### config.mk
export PLATFORM = sky130hd
export DESIGN_NAME = otbn_rf_gen_ff_flat
export DESIGN_NICKNAME = d
export VERILOG_FILES = /design/src/rtl/otbn_rf_gen_ff_pkg.sv /design/src/rtl/otbn_rf_gen_ff_if.sv /design/src/rtl/otbn_rf_gen_ff_wipe_ctrl.sv /design/src/rtl/otbn_rf_gen_ff.sv /design/src/flat_wrapper.sv
export SDC_FILE = /design/constraint.sdc
export NUM_CORES = 2
export LEC_CHECK = 0
export BUFFER_PORTS_ARGS = -buffer_cell sky130_fd_sc_hd__buf_2
export CAP_MARGIN = 20
export CORE_MARGIN = 5
export CORE_UTILIZATION = 65
export CTS_CLUSTER_DIAMETER = 200
export DETAILED_ROUTE_END_ITERATION = 16
export MAX_ROUTING_LAYER = met4
export PLACE_DENSITY = 0.83
export SYNTH_ARGS = -nofsm -noshare
export SYNTH_HDL_FRONTEND = slang
export SYNTH_SLANG_ARGS = --single-unit
### constraint.sdc
create_clock -name clk_i -period 6.3 [get_ports clk_i]
set_input_delay 0.315 -clock clk_i [delete_from_list [all_inputs] [get_ports clk_i]]
set_output_delay 0.315 -clock clk_i [all_outputs]
set_load 0.005 [all_outputs]
### src/rtl/otbn_rf_gen_ff_pkg.sv
// Shared types and defaults for the generic flop-based OTBN register file.
//   NGpr          : default number of entries
//   BaseIntgWidth : default entry width (32b data + 7b integrity)
//   otbn_rf_wipe_e: secure-wipe FSM states, sparse-encoded (pairwise Hamming distance >= 3)
package otbn_rf_gen_ff_pkg;

    localparam int unsigned NGpr          = 32;
    localparam int unsigned BaseIntgWidth = 39;

    typedef enum logic [4:0] {
        StIdle = 5'b01011,
        StWipe = 5'b10101,
        StDone = 5'b11110
    } otbn_rf_wipe_e;

endpackage

### src/rtl/otbn_rf_gen_ff_if.sv
// Bus bundle for otbn_rf_gen_ff: write port, read ports and secure-wipe control.
//   master: the register-file user (drives writes, read addresses, wipe requests)
//   slave : the register file itself (returns read data, wipe status, fault flag)
interface otbn_rf_gen_ff_if
    import otbn_rf_gen_ff_pkg::*;
#(
    parameter int unsigned Width      = BaseIntgWidth,
    parameter int unsigned AddrW      = 5,
    parameter int unsigned NumRdPorts = 2
);
    logic                                 wr_en_i;
    logic [AddrW-1:0]                     wr_addr_i;
    logic [Width-1:0]                     wr_data_i;
    logic [NumRdPorts-1:0][AddrW-1:0]     rd_addr_i;
    logic [NumRdPorts-1:0][Width-1:0]     rd_data_o;
    logic                                 wipe_req_i;
    logic [Width-1:0]                     wipe_data_i;
    logic                                 wipe_busy_o;
    logic                                 wipe_done_o;
    logic                                 we_err_o;

    modport master (
        output wr_en_i, wr_addr_i, wr_data_i, rd_addr_i, wipe_req_i, wipe_data_i,
        input  rd_data_o, wipe_busy_o, wipe_done_o, we_err_o
    );

    modport slave (
        input  wr_en_i, wr_addr_i, wr_data_i, rd_addr_i, wipe_req_i, wipe_data_i,
        output rd_data_o, wipe_busy_o, wipe_done_o, we_err_o
    );
endinterface

### src/rtl/otbn_rf_gen_ff_wipe_ctrl.sv
// Secure-wipe sequencer: walks every writable entry once, one per cycle.
//   clk_i, rst_ni : clock, async active-low reset
//   wipe_req_i    : start request, honoured only in StIdle
//   wipe_we_o     : write strobe for the current wipe address
//   wipe_addr_o   : entry being wiped this cycle
//   busy_o        : high while in StWipe
//   done_o        : one-cycle pulse (StDone) after the last entry
module otbn_rf_gen_ff_wipe_ctrl
    import otbn_rf_gen_ff_pkg::*;
#(
    parameter int unsigned Depth        = NGpr,
    parameter int unsigned NumHardwired = 2,
    parameter int unsigned AddrW        = $clog2(Depth)
) (
    input  logic             clk_i,
    input  logic             rst_ni,
    input  logic             wipe_req_i,
    output logic             wipe_we_o,
    output logic [AddrW-1:0] wipe_addr_o,
    output logic             busy_o,
    output logic             done_o
);

    otbn_rf_wipe_e    state_q, state_d;
    logic [AddrW-1:0] cnt_q, cnt_d;

    always_ff @(posedge clk_i or negedge rst_ni) begin
        if (!rst_ni) begin
            state_q <= StIdle;
            cnt_q   <= '0;
        end else begin
            state_q <= state_d;
            cnt_q   <= cnt_d;
        end
    end

    always_comb begin
        state_d   = state_q;
        cnt_d     = cnt_q;
        wipe_we_o = 1'b0;
        busy_o    = 1'b0;
        done_o    = 1'b0;
        unique case (state_q)
            StIdle: begin
                if (wipe_req_i) begin
                    state_d = StWipe;
                    cnt_d   = AddrW'(NumHardwired);
                end
            end
            StWipe: begin
                busy_o    = 1'b1;
                wipe_we_o = 1'b1;
                cnt_d     = cnt_q + 1'b1;
                if (cnt_q == AddrW'(Depth - 1)) begin
                    state_d = StDone;
                end
            end
            StDone: begin
                done_o  = 1'b1;
                cnt_d   = '0;
                state_d = StIdle;
            end
            // Any corrupted encoding falls back to a safe idle state.
            default: begin
                state_d = StIdle;
                cnt_d   = '0;
            end
        endcase
    end

    assign wipe_addr_o = cnt_q;

endmodule

### src/rtl/otbn_rf_gen_ff.sv
// Parametrised flop-based OTBN register file with secure wipe and write-enable fault flag.
//   clk_i, rst_ni : clock, async active-low reset
//   bus (slave)   : write port, NumRdPorts combinational read ports, wipe request/data,
//                   wipe_busy_o, wipe_done_o, registered we_err_o
// Entries 0..NumHardwired-1 have no storage and read WordZeroVal, as do out-of-range addresses.
// Optional macro OTBN_RF_WE_CHECK_EN: routes the one-hot write enables through prim_buf and
// prim_onehot_check; check failures are then folded into we_err_o.
module otbn_rf_gen_ff
    import otbn_rf_gen_ff_pkg::*;
#(
    parameter int unsigned      Width        = BaseIntgWidth,
    parameter int unsigned      Depth        = NGpr,
    parameter int unsigned      NumRdPorts   = 2,
    parameter int unsigned      NumHardwired = 2,
    parameter logic [Width-1:0] WordZeroVal  = '0
) (
    input logic             clk_i,
    input logic             rst_ni,
    otbn_rf_gen_ff_if.slave bus
);

    localparam int unsigned AddrW = $clog2(Depth);

    logic                             wipe_we;
    logic [AddrW-1:0]                 wipe_addr;
    logic                             wipe_busy;
    logic                             wipe_done;
    logic                             ext_we;
    logic [Depth-1:0]                 we_onehot;
    logic [Depth-1:0]                 we_apply;
    logic [Width-1:0]                 wdata;
    logic [Width-1:0]                 rf_view [Depth];
    logic [NumRdPorts-1:0][Width-1:0] rd_data;
    logic                             we_err_d, we_err_q;

    otbn_rf_gen_ff_wipe_ctrl #(
        .Depth        (Depth),
        .NumHardwired (NumHardwired),
        .AddrW        (AddrW)
    ) u_wipe_ctrl (
        .clk_i       (clk_i),
        .rst_ni      (rst_ni),
        .wipe_req_i  (bus.wipe_req_i),
        .wipe_we_o   (wipe_we),
        .wipe_addr_o (wipe_addr),
        .busy_o      (wipe_busy),
        .done_o      (wipe_done)
    );

    // External writes land only when idle and aimed at a real flop.
    assign ext_we = bus.wr_en_i & ~wipe_busy
                  & (32'(bus.wr_addr_i) >= NumHardwired)
                  & (32'(bus.wr_addr_i) < Depth);

    // Wipe has priority; ext_we is already blocked while busy, so this is belt and braces.
    always_comb begin
        we_onehot = '0;
        if (wipe_we) begin
            we_onehot[wipe_addr] = 1'b1;
        end else if (ext_we) begin
            we_onehot[bus.wr_addr_i] = 1'b1;
        end
    end

    assign wdata = wipe_we ? bus.wipe_data_i : bus.wr_data_i;

`ifdef OTBN_RF_WE_CHECK_EN
    logic oh_err;

    prim_buf #(
        .Width (Depth)
    ) u_we_buf (
        .in_i  (we_onehot),
        .out_o (we_apply)
    );

    prim_onehot_check #(
        .AddrWidth   (AddrW),
        .OneHotWidth (Depth),
        .AddrCheck   (1),
        .EnableCheck (1)
    ) u_we_check (
        .clk_i  (clk_i),
        .rst_ni (rst_ni),
        .oh_i   (we_apply),
        .addr_i (wipe_we ? wipe_addr : bus.wr_addr_i),
        .en_i   (wipe_we | ext_we),
        .err_o  (oh_err)
    );

    assign we_err_d = oh_err | (bus.wr_en_i & wipe_busy);
`else
    assign we_apply = we_onehot;
    assign we_err_d = bus.wr_en_i & wipe_busy;
`endif

    for (genvar i = 0; i < Depth; i++) begin : g_rf
        if (i < NumHardwired) begin : g_hw
            logic unused_we;
            assign unused_we  = we_apply[i];
            assign rf_view[i] = WordZeroVal;
        end else begin : g_ff
            logic [Width-1:0] q;
            always_ff @(posedge clk_i or negedge rst_ni) begin
                if (!rst_ni) begin
                    q <= WordZeroVal;
                end else if (we_apply[i]) begin
                    q <= wdata;
                end
            end
            assign rf_view[i] = q;
        end
    end

    // No write-to-read bypass: reads see the flop contents only.
    always_comb begin
        for (int p = 0; p < NumRdPorts; p++) begin
            rd_data[p] = WordZeroVal;
            if (32'(bus.rd_addr_i[p]) < Depth) begin
                rd_data[p] = rf_view[bus.rd_addr_i[p]];
            end
        end
    end

    always_ff @(posedge clk_i or negedge rst_ni) begin
        if (!rst_ni) begin
            we_err_q <= 1'b0;
        end else begin
            we_err_q <= we_err_d;
        end
    end

    assign bus.rd_data_o   = rd_data;
    assign bus.wipe_busy_o = wipe_busy;
    assign bus.wipe_done_o = wipe_done;
    assign bus.we_err_o    = we_err_q;

endmodule

### src/flat_wrapper.sv
// flat-port wrapper written by rule: the top's interface ports become plain ports
module otbn_rf_gen_ff_flat import otbn_rf_gen_ff_pkg::*;
#(
    parameter int unsigned      Width        = BaseIntgWidth,
    parameter int unsigned      Depth        = NGpr,
    parameter int unsigned      NumRdPorts   = 2,
    parameter int unsigned      NumHardwired = 2,
    parameter logic [Width-1:0] WordZeroVal  = '0
)
  (clk_i, rst_ni, bus_wr_en_i, bus_wr_addr_i, bus_wr_data_i, bus_rd_addr_i, bus_wipe_req_i, bus_wipe_data_i, bus_rd_data_o, bus_wipe_busy_o, bus_wipe_done_o, bus_we_err_o);
  otbn_rf_gen_ff_if #(.Width(Width), .AddrW((5)), .NumRdPorts(NumRdPorts)) bus_i ();
  input logic clk_i;
  input logic rst_ni;
  input wire logic [$bits(bus_i.wr_en_i)-1:0] bus_wr_en_i;
  input wire logic [$bits(bus_i.wr_addr_i)-1:0] bus_wr_addr_i;
  input wire logic [$bits(bus_i.wr_data_i)-1:0] bus_wr_data_i;
  input wire logic [$bits(bus_i.rd_addr_i)-1:0] bus_rd_addr_i;
  input wire logic [$bits(bus_i.wipe_req_i)-1:0] bus_wipe_req_i;
  input wire logic [$bits(bus_i.wipe_data_i)-1:0] bus_wipe_data_i;
  output wire logic [$bits(bus_i.rd_data_o)-1:0] bus_rd_data_o;
  output wire logic [$bits(bus_i.wipe_busy_o)-1:0] bus_wipe_busy_o;
  output wire logic [$bits(bus_i.wipe_done_o)-1:0] bus_wipe_done_o;
  output wire logic [$bits(bus_i.we_err_o)-1:0] bus_we_err_o;
  assign bus_i.wr_en_i = bus_wr_en_i;
  assign bus_i.wr_addr_i = bus_wr_addr_i;
  assign bus_i.wr_data_i = bus_wr_data_i;
  assign bus_i.rd_addr_i = bus_rd_addr_i;
  assign bus_i.wipe_req_i = bus_wipe_req_i;
  assign bus_i.wipe_data_i = bus_wipe_data_i;
  assign bus_rd_data_o = bus_i.rd_data_o;
  assign bus_wipe_busy_o = bus_i.wipe_busy_o;
  assign bus_wipe_done_o = bus_i.wipe_done_o;
  assign bus_we_err_o = bus_i.we_err_o;
  otbn_rf_gen_ff #(.Width(Width), .Depth(Depth), .NumRdPorts(NumRdPorts), .NumHardwired(NumHardwired), .WordZeroVal(WordZeroVal)) u_core (.clk_i(clk_i), .rst_ni(rst_ni), .bus(bus_i));
endmodule
; ---- Word-level counts from Yosys, hierarchy flattened
; Cells that the tools add are included.
[word_totals]
reg_bits = 1181
in_bits = 97
[op_classes]
n_eq_ne = 6
n_lt_le_gt_ge = 7
muxes = 20
n_reduce_logical = 3
add_sub_neg = 1
bitwise_logic = 6
[ops]
columns = cell, n
row1 = $bmux 39 s5, 2
row2 = $mux 39, 5
row3 = $mux 32, 2
row4 = $pmux 5 s2, 2
row5 = $eq 5x5->1 const B, 3
row6 = $mux 5, 3
row7 = $ge 6x6->1 const B, 2
row8 = $lt 5x6->1 const B, 2
row9 = $not 5->6, 2
row10 = $demux 1 s5, 2
row11 = $ge 5x1->1 const B, 2
row12 = $add 5x1->5 const B, 1
row13 = $eq 5x4->1 const B, 1
row14 = $ge 5x2->1 const B, 1
row15 = $mux 1, 4
row16 = $ne 2x2->1 const B, 2
row17 = $and 1x1->1, 3
row18 = $logic_and 1x1->1, 2
row19 = $reduce_and 2->1, 1
row20 = $not 1->1, 1

; ---- Longest topological paths before layout
[logic_depth]
word_depth = 7
mapped_depth = 9
mapped_depth_nobuf = 5

; ---- By module
; A second synthesis with hierarchy kept.
[unflattened]
hier_cells = 4848
area_unflattened_um2 = 62545.0
[by_module_without_submodules]
columns = module, cells_each, area_each_um2, n_inst, seq_area_each_um2
row1 = otbn_rf_gen_ff, 4808, 62109.6, 1, 29303.1
row2 = otbn_rf_gen_ff_wipe_ctrl, 40, 435.4, 1, 202.7

; ---- Worst setup path after synthesis
; OpenSTA, ideal clock, no wires.
[synth_path]
kind = register to register
from = register u_core.u_wipe_ctrl.state_q[3]
to = register u_core.g_rf[29].g_ff.q[28]
stages_incl_launch_ff = 9
setup_slack_ns = 3.956
required_time_ns = 6.172
synth_period_minus_slack_ns = 2.344
arrival_time_ns = 2.216
path_cell_list = dfstp_2 > nand3b_2 > inv_2 > or4b_1 > buf_2 > o22ai_2 > buf_6 > buf_8 > mux2_1
[synth_between]
elab_chain_len = 7
elab_cells_between_ends = 8
[synth_rtl]
columns = item, line_no
row1 = "start, declared", otbn_rf_gen_ff_wipe_ctrl.sv:24  ; otbn_rf_wipe_e state_q, state_d;
row2 = "start signal, assigned", otbn_rf_gen_ff_wipe_ctrl.sv:29  ; state_q <= StIdle;
row3 = "start signal, assigned", otbn_rf_gen_ff_wipe_ctrl.sv:32  ; state_q <= state_d;
row4 = $eq 5x5->1 (*), otbn_rf_gen_ff_wipe_ctrl.sv:43  ; unique case (state_q)
row5 = $mux 1 (*), otbn_rf_gen_ff_wipe_ctrl.sv:43
row6 = $not 1->1, otbn_rf_gen_ff.sv:51  ; assign ext_we = bus.wr_en_i & ~wipe_busy
row7 = $and 1x1->1, otbn_rf_gen_ff.sv:51
row8 = $and 1x1->1, otbn_rf_gen_ff.sv:52  ; & (32'(bus.wr_addr_i) >= NumHardwired)
row9 = $mux 32, otbn_rf_gen_ff.sv:60  ; end else if (ext_we) begin
row10 = $mux 32, otbn_rf_gen_ff.sv:58  ; if (wipe_we) begin
row11 = "end signal, assigned", otbn_rf_gen_ff.sv:106  ; q <= WordZeroVal;
row12 = "end signal, assigned", otbn_rf_gen_ff.sv:108  ; q <= wdata;
row13 = "end, declared", otbn_rf_gen_ff.sv:103  ; logic [Width-1:0] q;
; Every way passes the cells marked *; elsewhere a longest branch is shown, timed or not.
; A chain may end at the register's enable or synchronous reset.

; ---- Final worst setup path
[layout_path]
from = register u_core.u_wipe_ctrl.state_q[3]
to = register u_core.g_rf[31].g_ff.q[32]
[layout_between]
elab_chain_len = 7
elab_cells_between_ends = 8
[layout_rtl]
columns = item, line_no
row1 = $eq 5x5->1 (*), otbn_rf_gen_ff_wipe_ctrl.sv:43
row2 = $mux 1 (*), otbn_rf_gen_ff_wipe_ctrl.sv:43
row3 = $not 1->1, otbn_rf_gen_ff.sv:51
row4 = $and 1x1->1, otbn_rf_gen_ff.sv:51
row5 = $and 1x1->1, otbn_rf_gen_ff.sv:52
row6 = $mux 32, otbn_rf_gen_ff.sv:60
row7 = $mux 32, otbn_rf_gen_ff.sv:58
row8 = "end signal, assigned", otbn_rf_gen_ff.sv:106
row9 = "end signal, assigned", otbn_rf_gen_ff.sv:108
row10 = "end, declared", otbn_rf_gen_ff.sv:103
; Marked as above.

==> run summary <==
The number of instances on the worst hold path is 4. For this run, the slowest stage of the critical path takes 1130 ps. The most used standard cell by instance count after synthesis is sky130_fd_sc_hd__dfrtp_1. The clock latency on the worst-skew pair came out at 720 ps. The critical path required time came out at 6890 ps. The via count of the first global-routing pass is 44200. The synthesized design contains 0 enable-type register cells.

The count of non-filler cells in the finished layout is 5658. At the end of the flow, the number of nets in the layout was 4380. The final worst clock skew came out at 18.6 ps. The worst hold path begins at bus_wipe_data_i[16]. The routed design has 193 mm of wire.

The part of the cycle the worst path needs came out at 0.664. In this design, the largest share of critical-path delay is due to compound AO/OA/AOI/OAI gates. STA classifies the critical path startpoint as a flip-flop. The synthesized netlist contains 53 unique library cells.

Summing every instance area after synthesis gives 63600 um^2. The startpoint identified for the worst register-to-register timing path is u_core.u_wipe_ctrl.state_q[3]$_DFFE_PN1P_. The signal on the critical path passes through nand3b_4 -> buf_4 -> nand4_1 -> o22ai_4 -> buf_12 -> mux2_2. The actual slew at the worst max-slew pin is 1380 ps. After detailed routing, the number of remaining DRC violations is 0. The number of cells upsized or downsized after cts is 0. The average routed wire per standard cell is 34.1 um.

Once placement completed, the tool counted placed cells totaling 5425. The critical path is of the flip-flop to flip-flop type. Based on the critical path, the design can be clocked at up to 239 MHz. Row generation in the floorplan step produced 114 rows. The fraction of post-synthesis cell area in the top cell type by area came out at 0.463. The overall track demand over capacity in global routing is 0.385. The die area is 104000 um^2. The areal power density over the cells came out at 392 nW/um^2. The maximum net fanout on the critical path came out at 40. Synthesis produced 4343 cells. The endpoint of the worst-slack reg-to-reg timing path is u_core.g_rf[31].g_ff.q[32]$_DFFE_PN0P_. Summed over all nets, the half-perimeter wirelength after detailed placement is 112 mm. In this run, synthesis produced a sequential element count of 1179. The initial antenna violation count came out at 5. The pin count of the biggest net entering global routing is 184. The share of the yosys chip area belonging to registers came out at 0.464.

For this design the static power due to leakage is 30.7 nW. The area overhead of the layout relative to synthesis came out at 9.76%. After clock tree synthesis, the setup repair step added 0 buffers.

The reg-to-reg setup timing slack came out at 2120 ps. The number of detailed-routing iterations run before antenna repair is 6. The number of nets in the synthesized netlist came out at 4445. The predominant post-synthesis flop cell is sky130_fd_sc_hd__dfrtp_1. Counting instances in the post-synthesis netlist gives the leading cell types as sky130_fd_sc_hd__dfrtp_1, sky130_fd_sc_hd__mux2_2, sky130_fd_sc_hd__mux4_2, sky130_fd_sc_hd__clkbuf_1, sky130_fd_sc_hd__buf_2. The clock slew seen by the registers of the worst setup and hold paths is 60 ps. Setup repair after global routing left no endpoint under its margin. The initial standard-cell utilization of the core is 0.656. The count of final hold-check violations came out at 0. The final antenna-violating net count came out at 0. STA puts the critical path data arrival time at 4770 ps.

The peak supply drop came out at 0.000282 V. The number of warnings printed during yosys synthesis is 0. The setup-violating endpoint count in the final report came out at 0. Measured against its own limit, the worst slew margin works out to 0.0776.

The path type of the worst min-delay path is primary input to flip-flop. The clock net sink count is 1179. The overall via count from detail_route is 42800. STA classifies the critical path endpoint as a flip-flop. The worst hold path terminates at u_core.g_rf[28].g_ff.q[16]$_DFFE_PN0P_.

The average footprint of a synthesized cell came out at 14.6 um^2. The count of max-cap constraint violations came out at 0. The max-slew violation count is 0. The count of buffer and inverter cells on the critical path is 2. The async set or reset register ratio after synthesis came out at 1.00.

The final global-route overflow total came out at 0. The share of cells above drive strength 1 came out at 0.510. The CTS buffer count is 119.

For this design, the CTS-stage hold fixing added 3 buffers. For the finished layout, the period the worst path requires is 4180 ps. The die height came out at 323 um. The number of design-rule violations left by the first detailed-router iteration came out at 5557. In the routed layout, each cell is associated on average with a via count of 7.56. The total of buffers placed on input and output ports is 177. Of all cell types, the one taking the most synthesized area is sky130_fd_sc_hd__dfrtp_1. After floorplanning, the core was sized to cover 96900 um^2. The global placer's final weighted congestion came out at 0.865. The H-tree depth is 3. Setup total negative slack on the finished layout was measured at 0 ps.

The first-pass GRT wire length came out at 289 mm. The die is 323 um wide. The number of cells on the worst reg-to-reg path is 6. The overall power consumption came out at 0.0274 W. Yosys attributes the largest share of cell area to sky130_fd_sc_hd__dfrtp_1, sky130_fd_sc_hd__mux2_2, sky130_fd_sc_hd__mux4_2. The TritonCTS clock tree is done. The maximum number of buffers from clock root to sink is 3. The flow ran to the end, and the final reports show no timing, DRC or antenna violations. The boundary pin count came out at 178. In this run the clock root is driven by a sky130_fd_sc_hd__clkbuf_16. The slowest cell on the critical path is sky130_fd_sc_hd__o22ai_4.
## power by group
group	internal [W]	total, W	switching, W
registers	0.0102	0.0122	0.00204
clock network	0.00440	0.00748	0.00308
logic	0.00448	0.00766	0.00318
total	0.0191	0.0274	0.00830
## final cells by class
| class | count | area (um^2) |
|---|---|---|
| diodes | 8 | 20.0 |
| clock buffers | 166 | 3480 |
| clock inverters | 51 | 633 |
| fillers | 5970 | 27100 |
| inverters | 4 | 18.8 |
| multi-input cells | 2679 | 32300 |
| flip-flops and latches | 1179 | 29500 |
| well taps | 1276 | 1600 |
| repair buffers | 295 | 2250 |
## cell usage in the layout, fill, tap and decap left out, types with 30 or more instances in the layout
cell | Yosys | layout
sky130_fd_sc_hd__a22o_1 | 70 | 70
sky130_fd_sc_hd__o21ai_0 | 56 | 56
sky130_fd_sc_hd__buf_4 | 28 | 86
sky130_fd_sc_hd__mux2_1 | 47 | 47
sky130_fd_sc_hd__clkbuf_16 | 0 | 123
sky130_fd_sc_hd__a211oi_1 | 84 | 84
sky130_fd_sc_hd__nor2_1 | 78 | 76
sky130_fd_sc_hd__o221ai_1 | 77 | 77
sky130_fd_sc_hd__clkinv_2 | 0 | 30
sky130_fd_sc_hd__nor2b_1 | 56 | 49
sky130_fd_sc_hd__mux2_2 | 1168 | 1168
sky130_fd_sc_hd__a221o_1 | 43 | 43
sky130_fd_sc_hd__mux4_2 | 510 | 510
sky130_fd_sc_hd__dfrtp_1 | 1177 | 1177
sky130_fd_sc_hd__o41ai_1 | 36 | 35
sky130_fd_sc_hd__nand2_1 | 133 | 131
sky130_fd_sc_hd__buf_2 | 157 | 169
sky130_fd_sc_hd__mux2i_1 | 127 | 127
sky130_fd_sc_hd__a21oi_1 | 37 | 37
## cell families after synthesis
family / after synthesis / share of synthesized area
adders and majority gates: 5 / 0.000984
muxes: 1852 / 0.416
DFF: 1179 / 0.464
AOI/OAI and AO/OA: 457 / 0.0562
and+or+nand+nor: 364 / 0.0281
buffers and inverters: 485 / 0.0346
xor gates and xnor gates: 1 / 0.000138
## metrics by stage
stage / utilization / instance area, um^2 / worst slack [ps] / hold WS [ps]
floorplan: - / 63600 / 3960 / 19.4
global placement: 0.676 / 65400 / 2210 / 457
detailed placement: 0.676 / 65500 / 2160 / 464
CTS: 0.719 / 69600 / 2140 / 303
global route: 0.720 / 69800 / 2030 / 183
finish: 0.720 / 69800 / 2120 / 161
## worst min-delay path, delay by kind of cell
family	cells	cell delay (ps)
buffers and inverters	1	80
muxes	1	200
and+or+nand+nor	2	250
## per-layer routing
metal  global-route usage  vias up  part of all wire
met5                    -        -                 0
li1                     -    16700                 -
met1                0.500    22700              0.37
met4                0.181        0             0.056
met3                0.105      674              0.11
met2                0.572     2709              0.46
## worst max path at each step
stage / from / to / slack, ps / cells past startpoint
final: u_core.u_wipe_ctrl.state_q[3]$_DFFE_PN1P_ / u_core.g_rf[31].g_ff.q[32]$_DFFE_PN0P_ / 2120 / 6
after global routing: u_core.u_wipe_ctrl.state_q[3]$_DFFE_PN1P_ / u_core.g_rf[31].g_ff.q[32]$_DFFE_PN0P_ / 2030 / 6
after floorplan: u_core.u_wipe_ctrl.state_q[3]$_DFFE_PN1P_ / u_core.g_rf[29].g_ff.q[28]$_DFFE_PN0P_ / 3960 / 8
after CTS: u_core.u_wipe_ctrl.state_q[3]$_DFFE_PN1P_ / u_core.g_rf[19].g_ff.q[24]$_DFFE_PN0P_ / 2140 / 6
after global placement: u_core.u_wipe_ctrl.state_q[3]$_DFFE_PN1P_ / u_core.g_rf[31].g_ff.q[25]$_DFFE_PN0P_ / 2210 / 6
after detailed placement: u_core.u_wipe_ctrl.state_q[3]$_DFFE_PN1P_ / u_core.g_rf[19].g_ff.q[8]$_DFFE_PN0P_ / 2160 / 6
## flip-flops by register name, indices dropped and copies added (netlist names)
register	flops
u_core.g_rf.g_ff.q	1170
u_core.u_wipe_ctrl.wipe_addr_o	5
u_core.bus.we_err_o	1
u_core.u_wipe_ctrl.state_q	3
No activity file was read; power rests on OpenSTA's default activity.
